`src/rtl/buffer_b_ctrl.sv`:
```
// Instruction sequencer for the ten-slot B-operand buffer.
// Ports: instr_* (host instruction handshake), data_* (LOAD element
// handshake), buf_* (B buffer controls), send_active, slot_valid,
// done / err (per-instruction completion and rejection pulses).
module buffer_b_ctrl #(
    parameter int MMU_SIZE = 10,
    parameter int VAR_SIZE = 8
) (
    input  logic                clk,
    input  logic                rst,
    input  logic                instr_valid,
    output logic                instr_ready,
    input  logic [1:0]          instr_op,
    input  logic [4:0]          instr_buf,
    input  logic [7:0]          instr_dim_x,
    input  logic [7:0]          instr_dim_y,
    input  logic [VAR_SIZE-1:0] data_in,
    input  logic                data_valid,
    output logic                data_ready,
    output logic [1:0]          buf_cmd,
    output logic [4:0]          buf_sel,
    output logic [7:0]          buf_dim_x,
    output logic [7:0]          buf_dim_y,
    output logic                buf_stop,
    output logic [VAR_SIZE-1:0] buf_A,
    output logic                send_active,
    output logic [MMU_SIZE-1:0] slot_valid,
    output logic                done,
    output logic                err
);

    typedef enum logic [2:0] {
        S_IDLE, S_ISSUE, S_LOAD, S_SEND, S_CLEAR, S_GAP
    } state_t;

    localparam logic [1:0] OP_NOP   = 2'b00;
    localparam logic [1:0] OP_LOAD  = 2'b01;
    localparam logic [1:0] OP_SEND  = 2'b10;
    localparam logic [1:0] OP_CLEAR = 2'b11;

    state_t              state_q, state_d;
    logic [1:0]          op_q, op_d;
    logic [4:0]          slot_q, slot_d;
    logic [7:0]          dx_q, dx_d, dy_q, dy_d;
    logic [15:0]         cnt_q, cnt_d;
    logic [MMU_SIZE-1:0] sv_q, sv_d;
    logic [7:0]          shx_q [MMU_SIZE];
    logic [7:0]          shx_d [MMU_SIZE];
    logic [7:0]          shy_q [MMU_SIZE];
    logic [7:0]          shy_d [MMU_SIZE];
    logic                err_q, err_d;

    logic        in_range, dims_ok, sel_valid, bad;
    logic [7:0]  sel_dx, sel_dy;
    logic [15:0] prod;

    always_comb begin
        state_d = state_q;
        op_d    = op_q;
        slot_d  = slot_q;
        dx_d    = dx_q;
        dy_d    = dy_q;
        cnt_d   = cnt_q;
        sv_d    = sv_q;
        shx_d   = shx_q;
        shy_d   = shy_q;
        err_d   = 1'b0;

        instr_ready = 1'b0;
        data_ready  = 1'b0;
        buf_cmd     = 2'b00;
        buf_sel     = slot_q;
        buf_dim_x   = 8'd0;
        buf_dim_y   = 8'd0;
        buf_stop    = 1'b0;
        buf_A       = '0;
        send_active = 1'b0;
        done        = 1'b0;

        // Look up the addressed slot's shadow state.
        sel_valid = 1'b0;
        sel_dx    = 8'd0;
        sel_dy    = 8'd0;
        for (int i = 0; i < MMU_SIZE; i++) begin
            if (instr_buf == 5'(i)) begin
                sel_valid = sv_q[i];
                sel_dx    = shx_q[i];
                sel_dy    = shy_q[i];
            end
        end

        in_range = instr_buf < 5'(MMU_SIZE);
        dims_ok  = (instr_dim_x != 8'd0) && (instr_dim_x <= 8'(MMU_SIZE))
                && (instr_dim_y != 8'd0) && (instr_dim_y <= 8'(MMU_SIZE));
        bad = !in_range
           || ((instr_op == OP_LOAD) && !dims_ok)
           || ((instr_op == OP_SEND) && !sel_valid);
        prod = {8'd0, dx_q} * {8'd0, dy_q};

        unique case (state_q)
            S_IDLE: begin
                instr_ready = 1'b1;
                if (instr_valid && (instr_op != OP_NOP)) begin
                    if (bad) begin
                        err_d = 1'b1;
                    end else begin
                        op_d    = instr_op;
                        slot_d  = instr_buf;
                        state_d = S_ISSUE;
                        dx_d    = 8'd0;
                        dy_d    = 8'd0;
                        if (instr_op == OP_LOAD) begin
                            dx_d = instr_dim_x;
                            dy_d = instr_dim_y;
                        end else if (instr_op == OP_SEND) begin
                            dx_d = sel_dx;
                            dy_d = sel_dy;
                        end
                        // Shadow state is updated as the instruction
                        // is taken, so it is visible from ISSUE on.
                        for (int i = 0; i < MMU_SIZE; i++) begin
                            if (instr_buf == 5'(i)) begin
                                if (instr_op == OP_LOAD) begin
                                    shx_d[i] = instr_dim_x;
                                    shy_d[i] = instr_dim_y;
                                end else if (instr_op == OP_CLEAR) begin
                                    shx_d[i] = 8'd0;
                                    shy_d[i] = 8'd0;
                                    sv_d[i]  = 1'b0;
                                end
                            end
                        end
                    end
                end
            end
            S_ISSUE: begin
                buf_cmd   = op_q;
                buf_dim_x = dx_q;
                buf_dim_y = dy_q;
                cnt_d     = 16'd0;
                unique case (op_q)
                    OP_LOAD: state_d = S_LOAD;
                    OP_SEND: state_d = S_SEND;
                    default: state_d = S_CLEAR;
                endcase
            end
            S_LOAD: begin
                data_ready = 1'b1;
                buf_A      = data_in;
                buf_stop   = !data_valid;
                if (data_valid) begin
                    if (cnt_q == prod - 16'd1) begin
                        state_d = S_GAP;
                        for (int i = 0; i < MMU_SIZE; i++) begin
                            if (slot_q == 5'(i)) sv_d[i] = 1'b1;
                        end
                    end else begin
                        cnt_d = cnt_q + 16'd1;
                    end
                end
            end
            S_SEND: begin
                send_active = 1'b1;
                if (cnt_q == {8'd0, dx_q} - 16'd1) state_d = S_GAP;
                else cnt_d = cnt_q + 16'd1;
            end
            S_CLEAR: begin
                if (cnt_q == 16'(MMU_SIZE - 1)) state_d = S_GAP;
                else cnt_d = cnt_q + 16'd1;
            end
            S_GAP: begin
                buf_sel = 5'd0;
                done    = 1'b1;
                state_d = S_IDLE;
            end
            default: state_d = S_IDLE;
        endcase
    end

    always_ff @(posedge clk) begin
        if (rst) begin
            state_q <= S_IDLE;
            op_q    <= 2'b00;
            slot_q  <= 5'd0;
            dx_q    <= 8'd0;
            dy_q    <= 8'd0;
            cnt_q   <= 16'd0;
            sv_q    <= '0;
            shx_q   <= '{default: 8'd0};
            shy_q   <= '{default: 8'd0};
            err_q   <= 1'b0;
        end else begin
            state_q <= state_d;
            op_q    <= op_d;
            slot_q  <= slot_d;
            dx_q    <= dx_d;
            dy_q    <= dy_d;
            cnt_q   <= cnt_d;
            sv_q    <= sv_d;
            shx_q   <= shx_d;
            shy_q   <= shy_d;
            err_q   <= err_d;
        end
    end

    assign slot_valid = sv_q;
    assign err        = err_q;

endmodule

```
`config.mk`:
```
export PLATFORM = sky130hd
export DESIGN_NAME = buffer_b_ctrl
export DESIGN_NICKNAME = d
export VERILOG_FILES = /design/src/rtl/buffer_b_ctrl.sv
export SDC_FILE = /design/constraint.sdc
export NUM_CORES = 1
export LEC_CHECK = 0
export CORE_MARGIN = 5
export CORE_UTILIZATION = 60
export CTS_BUF_LIST = sky130_fd_sc_hd__clkbuf_2 sky130_fd_sc_hd__clkbuf_4 sky130_fd_sc_hd__clkbuf_8
export DETAILED_ROUTE_END_ITERATION = 16
export HOLD_SLACK_MARGIN = 0.1
export PLACE_DENSITY = 0.81
export SETUP_SLACK_MARGIN = 0.3
export SYNTH_ARGS = -nofsm -noshare
export SYNTH_HDL_FRONTEND = slang
export SYNTH_SLANG_ARGS = --single-unit
```
`constraint.sdc`:
```
create_clock -name clk -period 10.89 [get_ports clk]
set_input_delay 1.089 -clock clk [delete_from_list [all_inputs] [get_ports clk]]
set_output_delay 1.089 -clock clk [all_outputs]
set_load 0.02 [all_outputs]
```
==> results.sh, run 1 <==
export IMPL_postCtsHoldBufs=0
export IMPL_first_global_vias=10129
export IMPL_skew_ns=0.0309
export IMPL_status="completed"
export IMPL_placed_cells=1636
export IMPL_area_growth_syn_to_layout_pct=12.1
export IMPL_synth_compound_area_share_pct=13.4
export IMPL_reg2reg_depth=17
export IMPL_ys_dominant_reg_cell="dfxtp_1"
export IMPL_grt_max_degree=77
export IMPL_ir_drop_mv=0.0961
export IMPL_worst_ep_required_time_ns=11.37
export IMPL_finalSetupViolCount=0
export IMPL_drt_pass1_iterations=6
export IMPL_synth_xor_area_share_pct=2.26
export IMPL_m1WireLength_mm=13.0
export IMPL_grt_pass1_wl_mm=51.8
export IMPL_die_y_um=155
export IMPL_hold_path_class="reg2reg"
export IMPL_cp_data_arrival_time_ns=6.18
export IMPL_yosys_area_share_adder_pct=10.8
export IMPL_gp_congestion=0.916
export IMPL_period_share_pct=52.4
export IMPL_core_um2=20900
export IMPL_dieArea_um2=24000
export IMPL_synth_seq_cells=213
export IMPL_die_x_um=155
export IMPL_syn_num_nets=1477
export IMPL_finalCriticalPeriod_ns=5.70
export IMPL_insertion_delay_ns=0.54
export IMPL_syn_area_um2=12600
export IMPL_syn_inst=1358
export IMPL_pin_count=82
export IMPL_synth_simple_area_share_pct=23.2
export IMPL_grt_antenna_before_repair=0
export IMPL_synth_cell_types=89
export IMPL_final_cells=1694
export IMPL_drive_gt1_share_pct=8.88
export IMPL_met2_length_mm=15.5
export IMPL_regArea_um2=4260
export IMPL_pwr_share_comb_pct=17.9
export IMPL_wl_met3_mm=1.69
export IMPL_p_sw_w=0.000566
export IMPL_cellPowerDensity_nw_per_um2=136
export IMPL_seq_area_frac_synth_pct=33.8
export IMPL_slew_headroom_pct=26.3
export IMPL_drv_cap=0
export IMPL_clk_pin_slew_ns=0.06
export IMPL_numCtsBuffers=36
export IMPL_switching_share_pct=29.5
export IMPL_yosys_mux_area_fraction_pct=11.0
export IMPL_synthArstFlopShare_pct=0
export IMPL_grt_use_total_pct=25.9
export IMPL_p_leak_nw=5.21
export IMPL_port_buffers=81
export IMPL_cp_start_kind="register"
export IMPL_rsz0062_at_grt="false"
export IMPL_tightest_slew_ns=1.09
export IMPL_cts_root_buf="clkbuf_8"
export IMPL_multi_input_area_um2=7660
export IMPL_synth_edf_count=0
export IMPL_hold_end="shy_q[69]"
export IMPL_final_cell_mix="213 x dfxtp_1, 118 x and2_1, 96 x nand2_1"
export IMPL_p_clk_share_pct=39.4
export IMPL_vias_per_cell=6.02
export IMPL_drc=0
export IMPL_drtAntennaViolNets=0
export IMPL_synth_top_family_by_area="simple AND/OR/NAND/NOR gates"
export IMPL_cts_tree="done"
export IMPL_yosys_warnings=0
export IMPL_fp_row_count=53
export IMPL_wirelength_mm=31.3
export IMPL_layout_commonest_cell="dfxtp_1"
export IMPL_critPathMaxFanout=16
export IMPL_highest_layer="met4"
export IMPL_nFillCells=1721
export IMPL_intPower_w=0.00135
export IMPL_start_util_pct=60.5
export IMPL_hold_violations=0
export IMPL_nNetsFinal=1518
export IMPL_reg2reg_to="slot_valid[3]"
export IMPL_syn_area_per_cell_um2=9.30
export IMPL_cts_sinks=213
export IMPL_vias=10202
export IMPL_endpoint_kind="register"
export IMPL_maxSlewViolCount=0
export IMPL_cts_max_level=2
export IMPL_cts_path_max_buffers=3
export IMPL_ctsResizeCount=0
export IMPL_holdPathStages=1
export IMPL_min_from="shy_q[69]"
export IMPL_grt_remaining_overflow=0
export IMPL_wl_per_cell_um=18.5
export IMPL_reg2reg_slack_ns=5.19
export IMPL_critPathKind="reg2reg"
export IMPL_dp_hpwl_mm=22.6
export IMPL_setup_tns_ns=0
export IMPL_num_antenna_cells=0
export IMPL_drt_initial_drc_count=763
export IMPL_pwr_share_seq_pct=42.8
export IMPL_post_cts_setup_buffer_count=0
export IMPL_max_freq_mhz=175
export IMPL_regToRegStartpoint="dx_q[2]"
## registers in the layout (all words and copies together), names as in the netlist
name and flops:
cnt_q 16, dx_q 8, dy_q 8, err 1, op_q 2, shx_q 80
shy_q 80, slot_q 5, slot_valid 10, state_q 3
## layer usage
metal | global-route usage [%] | up-vias
met2 | 44.6 | 352
met3 | 4.03 | 89
li1 | - | 4825
met1 | 32.7 | 4936
met5 | 0 | -
met4 | 10.1 | 0
## per-stage QoR
| stage | cell area (µm²) | power (W) | util, % | setup WS, ns | hold WS [ns] |
|---|---|---|---|---|---|
| final | 14200 | 0.00192 | 67.8 | 5.19 | 0.453 |
| after global routing | 14200 | 0.00200 | 67.8 | 4.91 | 0.472 |
| after CTS | 14200 | 0.00193 | 67.8 | 5.22 | 0.457 |
| after detailed placement | 13400 | 0.00117 | 64.1 | 5.19 | 0.438 |
| after global placement | 13400 | 0.00117 | 64.1 | 5.27 | 0.437 |
| after floorplan | 12600 | 0.00108 | - | 5.67 | 0.424 |
## Yosys cell counts, drive strengths merged (20+ instances only)
| cell type | count | share of area [%] |
|---|---|---|
| dfxtp | 213 | 34 |
| and2 | 118 | 5.8 |
| nand2 | 96 | 2.9 |
| mux2i | 90 | 7.1 |
| nand2b | 84 | 4.2 |
| nor2 | 72 | 2.7 |
| inv | 68 | 2.0 |
| a21oi | 67 | 2.7 |
| o21ai | 55 | 2.2 |
| clkbuf | 50 | 1.5 |
| ha | 43 | 4.3 |
| fa | 41 | 6.5 |
| buf | 37 | 2.1 |
| or3 | 27 | 1.3 |
| a22oi | 26 | 1.5 |
| and3 | 24 | 1.2 |
| mux4 | 20 | 3.6 |
## final cells by class
cell class                      instances  area share (%)
Timing Repair Buffer                   90            6.12
Clock buffer                           53            4.89
Multi-Input combinational cell        989            54.1
Clock inverter                          5           0.486
Tap cell                              275            2.43
Inverter                               69            1.83
Sequential cell                       213            30.1
## cells by family (layout without fill, tap and decap cells)
logic type,count (synthesis),after routing
adders and majority gates,84,84
and+or+nand+nor,515,515
xor gates and xnor gates,31,31
muxes,113,113
DFF,213,213
AOI/OAI and AO/OA,246,246
buffers and inverters,156,217
## power by group through the flow
stage | Sequential, W | Combinational, W | Clock (W)
final | 0.000821 | 0.000342 | 0.000755
after global routing | 0.000824 | 0.000373 | 0.000806
after CTS | 0.000820 | 0.000337 | 0.000771
after detailed placement | 0.000837 | 0.000336 | 0
after global placement | 0.000837 | 0.000330 | 0
after floorplan | 0.000816 | 0.000259 | 0
## how the worst max path moves through the flow
stage,from,cells past startpoint,slack (ns),end
4_1_cts,dx_q[3],16,5.22,cnt_q[9]
5_1_grt,dx_q[4],17,4.91,slot_valid[6]
3_3_place_gp,dx_q[4],16,5.27,slot_valid[8]
2_1_floorplan,dx_q[3],17,5.67,cnt_q[15]
6_report,dx_q[2],17,5.19,slot_valid[3]
3_5_place_dp,dx_q[4],18,5.19,cnt_q[9]
## critical path, cell delays in order (launching register included)
cell       delay, ns
dfxtp_1         0.70
nand2_1         0.15
fa_1            0.42
fa_1            0.54
inv_1           0.05
fa_1            0.53
inv_1           0.05
fa_1            0.48
inv_1           0.04
ha_1            0.33
o21ai_0         0.31
o21ai_0         0.14
a31oi_1         0.32
nand2b_1        0.16
nand4_1         0.08
or3b_1          0.45
a2111oi_4       0.67
a22o_1          0.23
Note: power is estimated with default switching activity, not from simulation.
==> run 2, diff against run 1 <==
CORE_UTILIZATION = 56   (was 60)
PLACE_DENSITY = 0.79   (was 0.81)
clock period = 5.2 ns   (was 10.89 ns; I/O delays follow)
==> results.sh, run 2 (synthesis results as in run 1) <==
export IMPL_die_y_um=160
export IMPL_start_util_pct=56.3
export IMPL_drc=0
export IMPL_critPathMaxFanout=7
export IMPL_cts_max_level=2
export IMPL_grt_pass1_wl_mm=52.4
export IMPL_path_delay_family="adder cells"
export IMPL_clk_pin_slew_ns=0.06
export IMPL_drt_pass1_iterations=5
export IMPL_insertion_delay_ns=0.54
export IMPL_vias=10334
export IMPL_gp_congestion=0.904
export IMPL_drt_initial_drc_count=902
export IMPL_grt_antenna_before_repair=0
export IMPL_cp_start_kind="register"
export IMPL_first_global_vias=10261
export IMPL_skew_ns=0.0452
export IMPL_critPathSlowestCell="fa_1"
export IMPL_nFillCells=1744
export IMPL_drive_gt1_share_pct=15.9
export IMPL_cts_root_buf="clkbuf_8"
export IMPL_final_cells=1754
export IMPL_grt_use_total_pct=24.4
export IMPL_grt_remaining_overflow=0
export IMPL_die_x_um=160
export IMPL_crit_top_cell="fa_1"
export IMPL_fp_row_count=55
export IMPL_p_leak_nw=5.54
export IMPL_cts_sinks=213
export IMPL_wl_per_cell_um=18.7
export IMPL_nNetsFinal=1564
export IMPL_post_place_ws_ns=-0.0313
export IMPL_finalSetupViolCount=0
export IMPL_crit_path_max_incr_delay_ns=0.53
export IMPL_rsz0062_at_grt="true"
export IMPL_postCtsHoldBufs=0
export IMPL_vias_per_cell=5.89
export IMPL_top_regs="shx_q (80), shy_q (80), cnt_q (16)"
export IMPL_layout_commonest_cell="dfxtp_1"
export IMPL_crit_chain="nand2_2 -> fa_1 -> fa_1 -> inv_1 -> fa_1 -> inv_1 -> fa_1 -> inv_1 -> ha_4 -> a21o_1 -> a221oi_4 -> buf_4 -> o221ai_2 -> o31ai_2 -> nand4_1 -> buf_4 -> nor4_4 -> buf_4 -> o21ai_0 -> a21oi_1"
export IMPL_core_um2=22400
export IMPL_numCtsBuffers=37
export IMPL_maxSlewViolCount=0
export IMPL_wirelength_mm=32.7
export IMPL_place_area_um2=13700
export IMPL_hold_path_class="in2reg"
export IMPL_pin_count=82
export IMPL_num_antenna_cells=0
export IMPL_cp_num_buf_inv=6
export IMPL_setup_slack_ns=0.232
export IMPL_cts_tree="done"
export IMPL_ir_drop_mv=0.186
export IMPL_cts_path_max_buffers=3
export IMPL_slew_headroom_pct=21.8
export IMPL_placed_cells=1674
export IMPL_dieArea_um2=25700
export IMPL_final_cell_mix="199 x dfxtp_1, 118 x and2_1, 91 x nand2_1"
export IMPL_cellPowerDensity_nw_per_um2=273
export IMPL_status="completed"
export IMPL_area_growth_syn_to_layout_pct=17.7
export IMPL_finalInstanceArea_um2=14900
export IMPL_drtAntennaViolNets=0
export IMPL_reg2reg_slack_ns=0.23
export IMPL_port_buffers=81
export IMPL_hold_violations=0
export IMPL_worst_ep_required_time_ns=5.67
export IMPL_period_share_pct=95.5
export IMPL_max_freq_mhz=201
export IMPL_dp_hpwl_mm=23.0
export IMPL_endpoint_kind="register"
export IMPL_finalCriticalPeriod_ns=4.97
export IMPL_cp_data_arrival_time_ns=5.44
export IMPL_tightest_slew_ns=1.16
export IMPL_grt_max_degree=104
export IMPL_drv_cap=0
export IMPL_critPathKind="reg2reg"
[run 2: metal layers]
metal	GRT usage [%]	wire (µm)
met5	0	0
met4	9.93	1040
met3	3.87	1540
met2	42.2	16400
met1	30.4	13800
[run 2: repair_timing]
item | CTS | global route
buffers inserted | 2 | 12
endpoints found under the hold margin | 0 | 0
gates resized for setup | 35 | 55
setup endpoints to repair | 29 | 29
pin swaps | 9 | 35
cloned | 0 | 3
[run 2: layout make-up]
cell class	count	area (µm²)	area share, %
multi-input combinational	989	7950	53.5
sequential	213	4310	29.0
timing repair buffer	135	1230	8.27
clock buffer	58	692	4.66
tap	285	357	2.40
inverter	69	259	1.74
clock inverter	5	63.8	0.429
[run 2: power by group]
group / leakage, nW / internal, W / switching [W]
Combinational: 3.41 / 0.000306 / 0.000469
Sequential: 1.73 / 0.00165 / 0.0000592
Clock: 0.406 / 0.000898 / 0.000676
Total: 5.54 / 0.00286 / 0.00120
[run 2: final timing paths]
check                 start  cells after the start         to
setup / recovery    dx_q[3]                     20   cnt_q[5]
hold reg to reg   shy_q[23]                      1  shy_q[23]
hold / removal          rst                      2  slot_q[2]
setup reg to reg    dx_q[3]                     20   cnt_q[5]
[run 2: stage by stage]
step / setup TNS [ns] / utilization, % / hold slack, ns / power, W
after floorplan: 0 / - / 0.424 / 0.00226
after global placement: 0 / 60.8 / 0.436 / 0.00246
final: 0 / 66.2 / 0.368 / 0.00406
after detailed placement: -0.0605 / 60.8 / 0.440 / 0.00247
after CTS: 0 / 64.9 / 0.343 / 0.00405
after global routing: 0 / 66.2 / 0.353 / 0.00425
==> run 3, diff against run 2 <==
CELL_PAD_IN_SITES_DETAIL_PLACEMENT = 1   (was unset)
CELL_PAD_IN_SITES_GLOBAL_PLACEMENT = 2   (was unset)
CORE_UTILIZATION = 42   (was 56)
PLACE_DENSITY = unset   (was 0.79)
PLACE_DENSITY_LB_ADDON = 0.1   (was unset)
TNS_END_PERCENT = 100   (was unset)
clock period = 6.1 ns   (was 5.2 ns; I/O delays follow)
==> results.sh, run 3 (synthesis results as in run 1) <==
export IMPL_status="completed"
export IMPL_finalSetupViolCount=0
export IMPL_place_area_um2=13600
export IMPL_cts_sinks=213
export IMPL_cp_start_kind="register"
export IMPL_rsz0062_at_grt="false"
export IMPL_crit_chain="nand2_1 -> fa_1 -> fa_1 -> inv_1 -> fa_1 -> inv_1 -> fa_1 -> inv_1 -> ha_1 -> o21ai_0 -> o21ai_0 -> a31oi_1 -> nand2b_1 -> nand4_1 -> or3b_1 -> a2111oi_4 -> buf_4 -> a22o_1"
export IMPL_utilization_pct=48.7
export IMPL_placed_cells=1760
export IMPL_finalCriticalPeriod_ns=5.51
export IMPL_switching_share_pct=30.2
export IMPL_final_cells=1829
export IMPL_cp_num_buf_inv=4
export IMPL_cp_startpoint="dy_q[0]"
export IMPL_whs_ns=0.450
export IMPL_cellPowerDensity_nw_per_um2=242
export IMPL_insertion_delay_ns=0.55
export IMPL_min_from="shx_q[55]"
export IMPL_first_global_vias=10561
export IMPL_pwr_share_seq_pct=42.1
export IMPL_grt_use_total_pct=21.2
export IMPL_critPathSlowestCell="dfxtp_1"
export IMPL_skew_ns=0.0467
export IMPL_hold_path_class="reg2reg"
export IMPL_cts_path_max_buffers=3
export IMPL_ir_drop_mv=0.201
export IMPL_regArea_um2=4280
export IMPL_pin_count=82
export IMPL_intPower_w=0.00243
export IMPL_dieArea_um2=33600
export IMPL_nNetsFinal=1531
export IMPL_drt_initial_drc_count=414
export IMPL_core_um2=29600
export IMPL_ctsResizeCount=0
export IMPL_worst_ep_required_time_ns=6.59
export IMPL_p_clk_share_pct=40.0
export IMPL_start_util_pct=42.6
export IMPL_dp_hpwl_mm=27.1
export IMPL_vias=9952
export IMPL_post_cts_setup_buffer_count=0
export IMPL_die_x_um=183
export IMPL_drc=0
export IMPL_final_cell_mix="202 x dfxtp_1, 118 x and2_1, 96 x nand2_1"
export IMPL_grt_antenna_before_repair=0
export IMPL_cts_max_level=2
export IMPL_setup_tns_ns=0
export IMPL_gp_congestion=0.824
export IMPL_cp_data_arrival_time_ns=6.00
export IMPL_nFillCells=3449
export IMPL_period_share_pct=90.4
export IMPL_wirelength_mm=36.0
export IMPL_p_sw_w=0.00105
export IMPL_endpoint_kind="register"
export IMPL_num_antenna_cells=0
export IMPL_drt_pass1_iterations=5
export IMPL_path_delay_family="adder cells"
export IMPL_multi_input_area_um2=7670
export IMPL_crit_path_max_incr_delay_ns=0.54
export IMPL_slew_headroom_pct=40.0
export IMPL_pwr_share_comb_pct=17.8
export IMPL_drv_cap=0
export IMPL_maxSlewViolCount=0
export IMPL_top_regs="shx_q (80), shy_q (80), cnt_q (16)"
export IMPL_area_growth_syn_to_layout_pct=14.4
export IMPL_cts_root_buf="clkbuf_8"
export IMPL_grt_max_degree=90
export IMPL_finalInstanceArea_um2=14400
export IMPL_p_leak_nw=5.30
export IMPL_numCtsBuffers=40
export IMPL_regToRegStartpoint="dy_q[0]"
export IMPL_vias_per_cell=5.44
export IMPL_drtAntennaViolNets=0
export IMPL_hold_violations=0
export IMPL_critPathKind="reg2reg"
export IMPL_crit_top_cell="fa_1"
export IMPL_port_buffers=81
export IMPL_tightest_slew_ns=0.899
export IMPL_wl_per_cell_um=19.7
export IMPL_layout_commonest_cell="dfxtp_1"
export IMPL_cts_tree="done"
export IMPL_grt_remaining_overflow=0
export IMPL_die_y_um=183
export IMPL_fp_row_count=63
export IMPL_drive_gt1_share_pct=11.0
export IMPL_critPathMaxFanout=10
export IMPL_max_freq_mhz=181
export IMPL_clk_pin_slew_ns=0.06
export IMPL_grt_pass1_wl_mm=58.3
export IMPL_postCtsHoldBufs=0
==> run 3: cell count changes in the layout (fill, tap and decap cells not counted), moves of 5 or more <==
cell,previous run,this run
buf_4,46,19
dfxtp_4,12,2
ha_1,34,43
ha_4,8,0
dfxtp_2,2,9
fa_1,34,41
fa_2,7,0
buf_6,6,0
clkbuf_8,41,46
nand2_1,91,96
nand2_2,5,0
==> run 3: stage by stage <==
stage / total power (W) / worst slack [ns]
5_1_grt: 0.00367 / 0.316
3_3_place_gp: 0.00212 / 0.488
4_1_cts: 0.00354 / 0.346
3_5_place_dp: 0.00213 / 0.337
6_report: 0.00349 / 0.588
2_1_floorplan: 0.00192 / 0.883
==> run 3: cell type report <==
class / instances / area share, %
timing repair buffer: 99 / 6.46
clock buffer: 61 / 5.16
sequential: 213 / 29.7
inverter: 69 / 1.79
multi-input combinational: 989 / 53.1
clock inverter: 8 / 0.416
tap: 390 / 3.38
==> run 3: per-layer routing <==
layer | wire [µm] | vias to the layer above | GRT usage (%)
li1 | - | 4846 | -
met1 | 15800 | 4923 | 26.4
met2 | 18700 | 131 | 38.8
met3 | 861 | 52 | 2.52
met4 | 673 | 0 | 5.48
met5 | 0 | - | 0
==> run 3: worst paths after layout <==
path | endpoint | slack (ns) | depth (start not counted)
setup / recovery | slot_valid[7] | 0.59 | 18
hold / removal | shx_q[55] | 0.45 | 1
setup reg to reg | slot_valid[7] | 0.59 | 18
hold reg to reg | shx_q[55] | 0.45 | 1
==> run 3: power by group through the flow <==
stage | registers, W | clock network [W] | logic (W)
3_3_place_gp | 0.00150 | 0 | 0.000621
5_1_grt | 0.00147 | 0.00151 | 0.000687
4_1_cts | 0.00147 | 0.00144 | 0.000630
2_1_floorplan | 0.00146 | 0 | 0.000463
6_report | 0.00147 | 0.00140 | 0.000622
3_5_place_dp | 0.00150 | 0 | 0.000627
